**config.mk**
```make
export PLATFORM = sky130hd
export DESIGN_NAME = evm_top_module_flat
export DESIGN_NICKNAME = d
export VERILOG_FILES = /design/src/rtl/evm_top_module_if.sv /design/src/rtl/evm_top_module.sv /design/src/flat_wrapper.sv
export SDC_FILE = /design/constraint.sdc
export NUM_CORES = 1
export LEC_CHECK = 0
export ABC_CLOCK_PERIOD_IN_PS = 6100
export BUFFER_PORTS_ARGS = -buffer_cell sky130_fd_sc_hd__buf_2
export CAP_MARGIN = 10
export CORE_ASPECT_RATIO = 1.5
export CORE_MARGIN = 5
export CORE_UTILIZATION = 41
export DETAILED_ROUTE_END_ITERATION = 16
export PLACE_DENSITY_LB_ADDON = 0.05
export SLEW_MARGIN = 20
export SYNTH_ARGS = -nofsm -noshare
export SYNTH_HDL_FRONTEND = slang
export SYNTH_SLANG_ARGS = --single-unit
```
**constraint.sdc**
```tcl
create_clock -name clk -period 6.1 [get_ports clk]
set_input_delay 1.22 -clock clk [delete_from_list [all_inputs] [get_ports clk]]
set_output_delay 1.22 -clock clk [all_outputs]
set_load 0.01 [all_outputs]
```
**src/rtl/evm_top_module_if.sv**
```systemverilog
// Voting-machine front panel bundle: booth controls, IDs and buttons in, LED/tallies/winner out.
// Pure wiring, no latency and no backpressure; master drives the panel, slave is the EVM core.
interface evm_top_module_if;
    logic       control;
    logic       mode;
    logic       system_reset;
    logic       read_enable;
    logic       push1;
    logic       push2;
    logic       push3;
    logic       push4;
    logic       show_result;
    logic [4:0] voter_id;
    logic [4:0] reset_id;
    logic [4:0] officer_id;
    logic       status_led;
    logic [1:0] winner;
    logic [7:0] total_voting;
    logic [5:0] vote_party1;
    logic [5:0] vote_party2;
    logic [5:0] vote_party3;
    logic [5:0] vote_party4;

    modport master (
        output control, mode, system_reset, read_enable,
        output push1, push2, push3, push4, show_result,
        output voter_id, reset_id, officer_id,
        input  status_led, winner, total_voting,
        input  vote_party1, vote_party2, vote_party3, vote_party4
    );

    modport slave (
        input  control, mode, system_reset, read_enable,
        input  push1, push2, push3, push4, show_result,
        input  voter_id, reset_id, officer_id,
        output status_led, winner, total_voting,
        output vote_party1, vote_party2, vote_party3, vote_party4
    );
endinterface

```
**src/rtl/evm_top_module.sv**
```systemverilog
// 4-party electronic voting machine: officer-opened session, one vote per voter ID, result display.
// Counts update 1 clk after the qualifying edge, winner 1 clk later; no backpressure (level inputs).
module evm_top_module #(
    parameter logic [4:0] OFFICER_ID = 5'b11111,
    parameter logic [5:0] MAX_PARTY  = 6'd63
) (
    input  logic             clk,
    input  logic             reset,
    evm_top_module_if.slave  bus
);

    typedef enum logic {
        S_IDLE    = 1'b0,
        S_SESSION = 1'b1
    } state_e;

    state_e          state_q, state_d;
    logic [3:0][5:0] tally_q, tally_d;
    logic [7:0]      total_q, total_d;
    logic [30:0]     voted_q, voted_d;
    logic [4:0]      voter_id_q, voter_id_d;
    logic            led_q, led_d;
    logic [1:0]      winner_q, winner_d;

    logic        voting_mode;
    logic        sys_clear;
    logic [3:0]  pressed;
    logic        single_press;
    logic [1:0]  party;
    logic [31:0] voted_ext;
    logic [31:0] voted_ext_set;
    logic        accept;
    logic        display;

    function automatic logic [1:0] argmax(input logic [3:0][5:0] t);
        logic [1:0] best;
        best = 2'd0;
        // Strict compare keeps the lowest index on ties
        for (int i = 1; i < 4; i++) begin
            if (t[i] > t[best]) begin
                best = 2'(i);
            end
        end
        return best;
    endfunction

    assign voting_mode = bus.mode & bus.control;
    assign sys_clear   = bus.system_reset && (bus.reset_id == OFFICER_ID);
    assign display     = !bus.mode && !bus.control && bus.show_result;

    // Floating or unknown buttons must not register as presses
    assign pressed = {bus.push4 === 1'b1, bus.push3 === 1'b1,
                      bus.push2 === 1'b1, bus.push1 === 1'b1};

    always_comb begin
        single_press = 1'b1;
        party        = 2'd0;
        case (pressed)
            4'b0001: party = 2'd0;
            4'b0010: party = 2'd1;
            4'b0100: party = 2'd2;
            4'b1000: party = 2'd3;
            default: single_press = 1'b0;
        endcase
    end

    // Bit 0 of the extended map stands for the invalid ID 0 and is never set
    assign voted_ext     = {voted_q, 1'b0};
    assign voted_ext_set = voted_ext | (32'd1 << bus.voter_id);

    assign accept = (state_q == S_SESSION) && voting_mode
                 && (bus.voter_id == voter_id_q) && (bus.voter_id != 5'd0)
                 && !voted_ext[bus.voter_id] && single_press;

    always_comb begin
        state_d = state_q;
        if (!voting_mode) begin
            state_d = S_IDLE;
        end else if (bus.officer_id == OFFICER_ID) begin
            state_d = S_SESSION;
        end
    end

    always_comb begin
        tally_d    = tally_q;
        total_d    = total_q;
        voted_d    = voted_q;
        led_d      = 1'b0;
        voter_id_d = bus.voter_id;
        winner_d   = argmax(tally_q);
        if (sys_clear) begin
            tally_d    = '0;
            total_d    = 8'd0;
            voted_d    = 31'd0;
            voter_id_d = 5'd0;
            winner_d   = 2'd0;
        end else if (accept) begin
            if (tally_q[party] != MAX_PARTY) begin
                tally_d[party] = tally_q[party] + 6'd1;
            end
            if (total_q != 8'hFF) begin
                total_d = total_q + 8'd1;
            end
            voted_d = voted_ext_set[31:1];
            led_d   = 1'b1;
        end
    end

    always_ff @(posedge clk) begin
        if (!reset) begin
            state_q    <= S_IDLE;
            tally_q    <= '0;
            total_q    <= 8'd0;
            voted_q    <= 31'd0;
            voter_id_q <= 5'd0;
            led_q      <= 1'b0;
            winner_q   <= 2'd0;
        end else begin
            state_q    <= state_d;
            tally_q    <= tally_d;
            total_q    <= total_d;
            voted_q    <= voted_d;
            voter_id_q <= voter_id_d;
            led_q      <= led_d;
            winner_q   <= winner_d;
        end
    end

    assign bus.status_led   = led_q;
    assign bus.total_voting = total_q;
    assign bus.winner       = display ? winner_q : 2'd0;
    assign bus.vote_party1  = (display && bus.read_enable) ? tally_q[0] : 6'd0;
    assign bus.vote_party2  = (display && bus.read_enable) ? tally_q[1] : 6'd0;
    assign bus.vote_party3  = (display && bus.read_enable) ? tally_q[2] : 6'd0;
    assign bus.vote_party4  = (display && bus.read_enable) ? tally_q[3] : 6'd0;

endmodule

```
**src/flat_wrapper.sv**
```systemverilog
// flat-port wrapper written by rule: the top's interface ports become plain ports
module evm_top_module_flat 
#(
    parameter logic [4:0] OFFICER_ID = 5'b11111,
    parameter logic [5:0] MAX_PARTY  = 6'd63
)
  (clk, reset, bus_control, bus_mode, bus_system_reset, bus_read_enable, bus_push1, bus_push2, bus_push3, bus_push4, bus_show_result, bus_voter_id, bus_reset_id, bus_officer_id, bus_status_led, bus_winner, bus_total_voting, bus_vote_party1, bus_vote_party2, bus_vote_party3, bus_vote_party4);
  evm_top_module_if bus_i ();
  input  logic clk;
  input  logic reset;
  input wire logic [$bits(bus_i.control)-1:0] bus_control;
  input wire logic [$bits(bus_i.mode)-1:0] bus_mode;
  input wire logic [$bits(bus_i.system_reset)-1:0] bus_system_reset;
  input wire logic [$bits(bus_i.read_enable)-1:0] bus_read_enable;
  input wire logic [$bits(bus_i.push1)-1:0] bus_push1;
  input wire logic [$bits(bus_i.push2)-1:0] bus_push2;
  input wire logic [$bits(bus_i.push3)-1:0] bus_push3;
  input wire logic [$bits(bus_i.push4)-1:0] bus_push4;
  input wire logic [$bits(bus_i.show_result)-1:0] bus_show_result;
  input wire logic [$bits(bus_i.voter_id)-1:0] bus_voter_id;
  input wire logic [$bits(bus_i.reset_id)-1:0] bus_reset_id;
  input wire logic [$bits(bus_i.officer_id)-1:0] bus_officer_id;
  output wire logic [$bits(bus_i.status_led)-1:0] bus_status_led;
  output wire logic [$bits(bus_i.winner)-1:0] bus_winner;
  output wire logic [$bits(bus_i.total_voting)-1:0] bus_total_voting;
  output wire logic [$bits(bus_i.vote_party1)-1:0] bus_vote_party1;
  output wire logic [$bits(bus_i.vote_party2)-1:0] bus_vote_party2;
  output wire logic [$bits(bus_i.vote_party3)-1:0] bus_vote_party3;
  output wire logic [$bits(bus_i.vote_party4)-1:0] bus_vote_party4;
  assign bus_i.control = bus_control;
  assign bus_i.mode = bus_mode;
  assign bus_i.system_reset = bus_system_reset;
  assign bus_i.read_enable = bus_read_enable;
  assign bus_i.push1 = bus_push1;
  assign bus_i.push2 = bus_push2;
  assign bus_i.push3 = bus_push3;
  assign bus_i.push4 = bus_push4;
  assign bus_i.show_result = bus_show_result;
  assign bus_i.voter_id = bus_voter_id;
  assign bus_i.reset_id = bus_reset_id;
  assign bus_i.officer_id = bus_officer_id;
  assign bus_status_led = bus_i.status_led;
  assign bus_winner = bus_i.winner;
  assign bus_total_voting = bus_i.total_voting;
  assign bus_vote_party1 = bus_i.vote_party1;
  assign bus_vote_party2 = bus_i.vote_party2;
  assign bus_vote_party3 = bus_i.vote_party3;
  assign bus_vote_party4 = bus_i.vote_party4;
  evm_top_module #(.OFFICER_ID(OFFICER_ID), .MAX_PARTY(MAX_PARTY)) u_core (.clk(clk), .reset(reset), .bus(bus_i));
endmodule
```
# --- After elaboration in Yosys (flattened, before gate mapping) ---
# Index checks and enable logic that the tools add are counted.
classes:
  mux: 22
  addsub: 2
  bitwise_logic: 3
  order_cmp: 8
  n_shift: 1
  eq_ne: 13
  reduce_logical: 19
op_table:
  columns: ["op", "n"]
  rows:
  - ["$mux 6", 8]
  - ["$bmux 6 s2", 3]
  - ["$or 32x32->32", 1]
  - ["$shl 1x5->32 const A", 1]
  - ["$bwmux 24", 1]
  - ["$gt 6x6->1", 3]
  - ["$demux 6 s2", 1]
  - ["$eq 5x5->1 const B", 2]
  - ["$logic_and 1x1->1", 10]
  - ["$add 8x1->8 const B", 1]
  - ["$ne 8x8->1 const B", 1]
  - ["$add 6x1->6 const B", 1]
  - ["$lt 2x3->1 const B", 2]
  - ["$lt 5x6->1 const B", 1]
  - ["$mux 2", 3]
  - ["$ne 6x6->1 const B", 1]
  - ["$pmux 2 s3", 1]
  - ["$reduce_and 2->1", 3]
  - ["$bmux 1 s5", 1]
  - ["$eq 5x5->1", 1]
  - ["$reduce_bool 5->1", 1]
  - ["$eq 4x1->1 const B", 1]
  - ["$eq 4x2->1 const B", 1]
  - ["$eq 4x3->1 const B", 1]
  - ["10 further kinds", 18]
totals:
  ff_bits: 72
  inputBits: 26

# --- Depth between registers and ports, before layout ---
# Gate-level depths: netlist of the first run.
logic_depth:
  depth_word: 10
  depth_mapped: 24
  ltp_nobuf: 24

# --- Least setup slack after synthesis of the first run ---
# No wires, ideal clock.
synth_path:
  path_type: "register to register"
  start: "register u_core.tally_q[1] in the netlist's numbering"
  end: "register u_core.winner_q[1]"
  synth_period_minus_slack_ps: 4513
  path_buffers: 0
  setup_slack_ps: 1587
  path_stages_with_launch: 25
  arrival_ps: 4381
  setup_ps: 132
  required_ps: 5968
  cell_sequence: "dfxtp_1 inv_1 ha_1 nor2b_1 o21a_1 o21a_1 o21bai_1 a21oi_1 mux2i_1 ha_1 nor2b_1 o21ai_0 a21oi_1 a211oi_1 nor2_1 inv_1 a21o_1 ha_1 nor2b_1 o21a_1 o21a_1 o21a_1 o21a_1 o22ai_1 a21oi_1"
synth_via:
  elab_chain_cells: 10
synth_rtl:
  columns: ["element", "line_no", "text"]
  rows:
  - ["from (decl)", "evm_top_module.sv:18", "logic [3:0][5:0] tally_q, tally_d;"]
  - ["from (signal assigned)", "evm_top_module.sv:120", "tally_q <= tally_d;"]
  - ["$gt 6x6->1", "evm_top_module.sv:40", "if (t[i] > t[best]) begin"]
  - ["$mux 1", "evm_top_module.sv:40", null]
  - ["$bmux 6 s2", "evm_top_module.sv:40", null]
  - ["$mux 6 (implied by the code)", "evm_top_module.sv:40", null]
  - ["$gt 6x6->1", "evm_top_module.sv:40", null]
  - ["$mux 2", "evm_top_module.sv:40", null]
  - ["$bmux 6 s2", "evm_top_module.sv:40", null]
  - ["$mux 6 (implied by the code)", "evm_top_module.sv:40", null]
  - ["$gt 6x6->1", "evm_top_module.sv:40", null]
  - ["$mux 2 (*)", "evm_top_module.sv:40", null]
  - ["to (signal assigned)", "evm_top_module.sv:125", "winner_q <= winner_d;"]
  - ["to (decl)", "evm_top_module.sv:23", "logic [1:0] winner_q, winner_d;"]
# Every way passes the cells marked *; elsewhere a longest branch is shown, timed or not. The select of a mux whose other input is x is not followed.
# A chain may end at the register's enable or synchronous reset.

# --- Final worst setup path of the first run ---
layout_path:
  start: "register u_core.tally_q[1] in the netlist's numbering"
  end: "register u_core.winner_q[0]"
# Same word-level chain as after synthesis.

==> flow_summary.toml, run 1 <==
[routing]
ant_nets = 0
wl_per_cell_um = 18.28
vias_per_cell = 5.730
met2WireLength_um = 6159
top_layer = "met4"
m1WireLength_um = 4609
wirelength_um = 11630
firstDrtPassIters = 4
dr.first_iter.drc_count = 130
dr_total_vias = 3644
wl_met3_um = 380
drcViolationCount = 0

[clocking]
clk_latency_ns = 0.33
ctsResizeCount = 0
post_cts_buffers = 0
numCtsBuffers = 9
cts_buffer_depth = 2
cts_tree = "done"
ctsHoldBuffers = 0
root_buffer = "clkbuf_16"
h-tree-depth = 3
clkSlewWorstSetupHoldPaths_ns = 0.06
cts.sinks = 72

[logic_synthesis]
synthFlopType = "dfxtp_1"
ys_types = 54
synth_edf_count = 0
synth_warnings = 0
syn_area_per_cell_sq_um = 8.841
synth_fp_nets = 516
synth_cells = 470
ys_ff_latch = 72
yosysSeqAreaShare = 0.3469
synth_area_sq_um = 4155
synthArstFlopShare = 0

[sta]
clock.fmax_mhz = 204.6
final-setup-viol-count = 0
rsz0062_at_grt = "false"
tightest_slew_ns = 0.7484
final.setup.tns_ns = 0
hold_violations = 0
slew_violations = 0
skew_ns = 0.006141
min_period_ns = 4.888
slew_headroom = 0.5006
period_share = 0.8013
worst_hold_slack_ns = 0.4660

[finish]
final_cell_area_sq_um = 4790
area_growth_pct = 15.27
final_cell_mix = "72 x dfxtp_1, 69 x nor2_1, 60 x buf_2, 34 x mux2i_1, 29 x and3_1"
layout.nets = 560
multi_input_area_sq_um = 2532
layout_commonest_cell = "dfxtp_1"
diodes = 0
fin_util = 0.4779
seq_area_sq_um = 1441
layout-drive-gt1-share = 0.1927
fill_cells = 999

[power_and_ir_drop]
netSwitchingPower_w = 0.0002524
comb_power_share = 0.079
p_leak_nw = 2.162
internal-power_w = 0.0007855
power_frac_seq = 0.456
vdd_ir_drop_max_uv = 194.5
pwr_density_cell_nw_per_um2 = 216.7
p_sw_frac = 0.2432
power_frac_clock = 0.465
power_w = 0.001038

[placed_design]
io_buffers = 60
place_area_sq_um = 4508
place.gp.congestion = 0.8679
hpwlAfterDp_um = 8707

[setup_path]
arrival_ns = 5.08
crit_type = "flop to flop"
crit_path_max_fanout = 7
endpoint_kind = "flop"
cp_data_required_time_ns = 6.30
cpMostUsedCell = "o21a_1"
crit_slowest_cell = "a211oi_1"
critPathLaunchType = "flop"
max_stage_delay_ns = 0.47
cp_top_family = "compound AO/OA/AOI/OAI gates"
critPathBufInv = 3

[job]
drv_cap = 0

[grt]
grt_use_total = 0.1966
gr-total-overflow = 0
grt_max_degree = 52
grt_pass1_vias = 3583
grt_pass1_wl_um = 18860
antenna_found_initial = 0

[floorplan]
start_util = 0.4146
dieArea_sq_um = 12290
core.rowCount = 45
core_area_sq_um = 10020
die_h_um = 133.3
die_w_um = 92.20
pin_count = 61

[hold_path]
holdCritPathClass = "flop to flop"

[status]
outcome = "finished, final reports clean"
[sequential cells by signal (all words and copies together), names as in the netlist]
| signal | flops |
|---|---|
| u_core.bus.status_led | 1 |
| u_core.voted_q | 31 |
| u_core.voter_id_q | 5 |
| u_core.state_q | 1 |
| u_core.bus.total_voting | 8 |
| u_core.tally_q | 24 |
| u_core.winner_q | 2 |
[final timing paths]
path | from | cells past startpoint | end | slack (ns)
worst max-delay path | u_core.tally_q[1] | 25 | u_core.winner_q[0] | 1.21
worst max register to register | u_core.tally_q[1] | 25 | u_core.winner_q[0] | 1.21
worst min register to register | u_core.voted_q[21] | 2 | u_core.voted_q[21] | 0.47
worst min-delay path | u_core.voted_q[21] | 2 | u_core.voted_q[21] | 0.47
[logic make-up (layout without fill, tap and decap cells)]
| group | count (synthesis) | after routing | synth area share |
|---|---|---|---|
| and+or+nand+nor | 177 | 177 | 0.2322 |
| buffers and inverters | 49 | 98 | 0.04908 |
| xor gates and xnor gates | 12 | 12 | 0.02529 |
| DFF | 72 | 72 | 0.3469 |
| muxes | 43 | 43 | 0.1198 |
| AOI/OAI and AO/OA | 97 | 97 | 0.1665 |
| adders and majority gates | 20 | 20 | 0.06022 |
[metrics by stage]
| step | setup slack, ns | std cells |
|---|---|---|
| floorplan | 1.587 | 470 |
| global placement | 1.325 | 620 |
| global route | 0.8378 | 636 |
| finish | 1.212 | 636 |
| CTS | 1.223 | 636 |
| detailed placement | 1.234 | 620 |
[power by group through the flow]
stage	clock [W]	sequential, W	combinational, W
global route	0.000516	0.000473	0.0000905
global placement	0	0.000483	0.0000812
floorplan	0	0.000483	0.0000575
finish	0.000483	0.000473	0.0000821
CTS	0.000499	0.000473	0.0000825
detailed placement	0	0.000483	0.0000821
[metal layers]
metal,GRT usage,up-vias
met4,0.1033,0
met2,0.3565,74
met5,0,-
met3,0.03785,28
li1,-,1813
met1,0.2132,1729
[layout make-up]
type                    instances  area share
multi-input cells             349      0.5287
flip-flops and latches         72      0.3009
clock inverters                 5    0.006792
well taps                     117     0.03056
clock buffers                  11     0.05068
inverters                      19     0.01489
repair buffers                 63     0.06740
[worst reg2reg max path, cell delays in order (launching register included)]
cell	delay (ns)
dfxtp_1	0.40
inv_1	0.06
ha_1	0.30
nor2b_1	0.13
o21a_1	0.16
o21a_1	0.16
o21bai_1	0.13
a21oi_1	0.09
buf_4	0.18
mux2i_1	0.29
ha_1	0.31
nor2b_1	0.13
o21ai_0	0.14
a21oi_1	0.09
a211oi_1	0.47
nor2_1	0.10
inv_1	0.20
a21o_1	0.15
ha_1	0.23
nor2b_1	0.14
o21a_1	0.16
o21a_1	0.16
o21a_1	0.16
o21a_1	0.16
o22ai_1	0.18
a21oi_1	0.09
[synthesized netlist by cell type (all sizes together) (10+ instances only)]
| cell type | count | area [sq um] |
|---|---|---|
| clkbuf | 23 | 87.58 |
| ha | 20 | 250.2 |
| inv | 19 | 71.32 |
| nor3b | 13 | 97.59 |
| o21ai | 15 | 75.07 |
| nand2 | 10 | 45.04 |
| a41oi | 10 | 87.58 |
| nor3 | 10 | 50.05 |
| mux2i | 34 | 340.3 |
| dfxtp | 72 | 1441 |
| nand3 | 10 | 50.05 |
| o21a | 12 | 90.09 |
| a21oi | 20 | 100.1 |
| and3 | 30 | 192.7 |
| nor2 | 69 | 259.0 |
No activity file was read; power rests on OpenSTA's default activity.
==> inputs of run 2 (changes only) <==
ABC_CLOCK_PERIOD_IN_PS = 4500   (was 6100)
clock period = 4.5 ns   (was 6.1 ns; I/O delays follow)
==> run 2 against run 1 <==
Via count is 2.9% higher. First-iteration DRC count is 11% higher. Highest routed layer unchanged. Maximum frequency is 13% higher.
==> flow_summary.toml, run 2 (same netlist as run 1, synthesis figures left out) <==
[finish]
layout-drive-gt1-share = 0.2412
regMostFlops = "u_core.voted_q"
fill_cells = 1011
layout.nets = 580
final_cell_mix = "71 x dfxtp_1, 69 x nor2_1, 60 x buf_2, 31 x mux2i_1, 29 x and3_1"
area_growth_pct = 20.42
layout_commonest_cell = "dfxtp_1"
diodes = 0
largest_register_ffs = 31

[routing]
ant_nets = 0
drcViolationCount = 0
vias_per_cell = 5.715
dr_total_vias = 3749
wl_per_cell_um = 18.20
dr.first_iter.drc_count = 144
wirelength_um = 11940
firstDrtPassIters = 4

[sta]
slew_violations = 0
tightest_slew_ns = 1.038
skew_ns = 0.005220
worst_hold_slack_ns = 0.4698
hold_violations = 0
final-setup-viol-count = 0
min_period_ns = 4.307
clock.fmax_mhz = 232.2
period_share = 0.9571
final.setup.tns_ns = 0
slew_headroom = 0.3053

[grt]
grt_use_total = 0.1996
antenna_found_initial = 0
gr-total-overflow = 0
grt_pass1_wl_um = 19210
grt_max_degree = 41
grt_pass1_vias = 3743

[clocking]
h-tree-depth = 3
clk_latency_ns = 0.34
cts.sinks = 72
clkSlewWorstSetupHoldPaths_ns = 0.06
cts_buffer_depth = 2
cts_tree = "done"
root_buffer = "clkbuf_16"
numCtsBuffers = 9

[power_and_ir_drop]
netSwitchingPower_w = 0.0003595
comb_power_share = 0.075
p_leak_nw = 2.285
power_frac_seq = 0.432
pwr_density_cell_nw_per_um2 = 296.5
internal-power_w = 0.001124
vdd_ir_drop_max_uv = 185.0
p_sw_frac = 0.2423
power_frac_clock = 0.493
power_w = 0.001484

[setup_path]
crit_slowest_cell = "mux2_2"
rr_endpoint = "u_core.winner_q[1]"
cpMostUsedCell = "o21a_1"
max_stage_delay_ns = 0.36
crit_type = "flop to flop"
r2r_start = "u_core.tally_q[1]"
endpoint_kind = "flop"
reg2reg_depth = 25
crit_path_max_fanout = 6
cp_data_required_time_ns = 4.72
arrival_ns = 4.53
r2r_slack_ns = 0.19
critPathLaunchType = "flop"

[hold_path]
worst_hold_path.endpoint = "u_core.voted_q[10]"
worstHoldStart = "u_core.voted_q[10]"
holdCritPathClass = "flop to flop"
min_path_cells = 2

[floorplan]
core_area_sq_um = 10020
die_w_um = 92.20
dieArea_sq_um = 12290
pin_count = 61
core.rowCount = 45
die_h_um = 133.3
start_util = 0.4146

[placed_design]
hpwlAfterDp_um = 8851
io_buffers = 60
place.gp.congestion = 0.8657

[job]
drv_cap = 0

[status]
outcome = "finished, final reports clean"
run 2: power groups by stage:
stage	clock (W)	sequential, W	combinational, W
detailed placement	0	0.000655	0.000112
finish	0.000732	0.000641	0.000111
floorplan	0	0.000655	0.0000780
CTS	0.000743	0.000641	0.000112
global placement	0	0.000655	0.000111
global route	0.000777	0.000641	0.000122
run 2: repair_timing:
| action | 4_1_cts | 5_1_grt |
|---|---|---|
| endpoints found under the setup margin | 2 | 2 |
| pin swaps | 0 | 4 |
| setup buffers | 0 | 4 |
| hold endpoints to repair | 0 | 0 |
| resized for setup | 2 | 7 |
| hold buffers | 0 | 0 |
run 2: layer usage:
metal  vias to the layer above  global-route usage  part of all wire
met1                      1786              0.2144              0.40
li1                       1848                   -                 -
met5                         -                   0                 0
met3                        33             0.03503             0.029
met2                        82              0.3715              0.53
met4                         0             0.09504             0.040
run 2: per-stage QoR:
step	setup slack, ns	area [sq um]	cells	utilization
finish	0.1929	5004	656	0.4993
detailed placement	-0.09736	4632	636	0.4622
global route	-0.02216	5004	656	0.4993
CTS	0.06125	4951	652	0.4940
floorplan	0.1496	4159	470	-
global placement	0.01082	4632	636	0.4622
run 2: worst max path at each step:
stage                     slack [ns]            endpoint  cells past startpoint         startpoint
after global routing           -0.02  u_core.winner_q[1]                     25  u_core.tally_q[1]
after floorplan                 0.15  u_core.winner_q[1]                     24  u_core.tally_q[1]
final                           0.19  u_core.winner_q[1]                     25  u_core.tally_q[1]
after detailed placement        -0.1  u_core.winner_q[1]                     24  u_core.tally_q[1]
after CTS                       0.06  u_core.winner_q[1]                     24  u_core.tally_q[1]
after global placement          0.01  u_core.winner_q[1]                     23  u_core.tally_q[1]
run 2: layout make-up:
type | instances | area (sq um) | area share
Clock buffer | 10 | 239.0 | 0.04776
Inverter | 19 | 71.32 | 0.01425
Timing Repair Buffer | 83 | 473.0 | 0.09452
Clock inverter | 6 | 67.56 | 0.01350
Tap cell | 117 | 146.4 | 0.02926
Multi-Input combinational cell | 349 | 2564 | 0.5124
Sequential cell | 72 | 1443 | 0.2883
run 2: critical path: cells and delay by family, from the launching register on:
| family | cells | cell delay (ns) |
|---|---|---|
| compound gates | 14 | 1.96 |
| buf+inv | 3 | 0.28 |
| mux | 1 | 0.36 |
| flops | 1 | 0.32 |
| simple gates | 4 | 0.50 |
| fa+ha+maj | 3 | 0.76 |
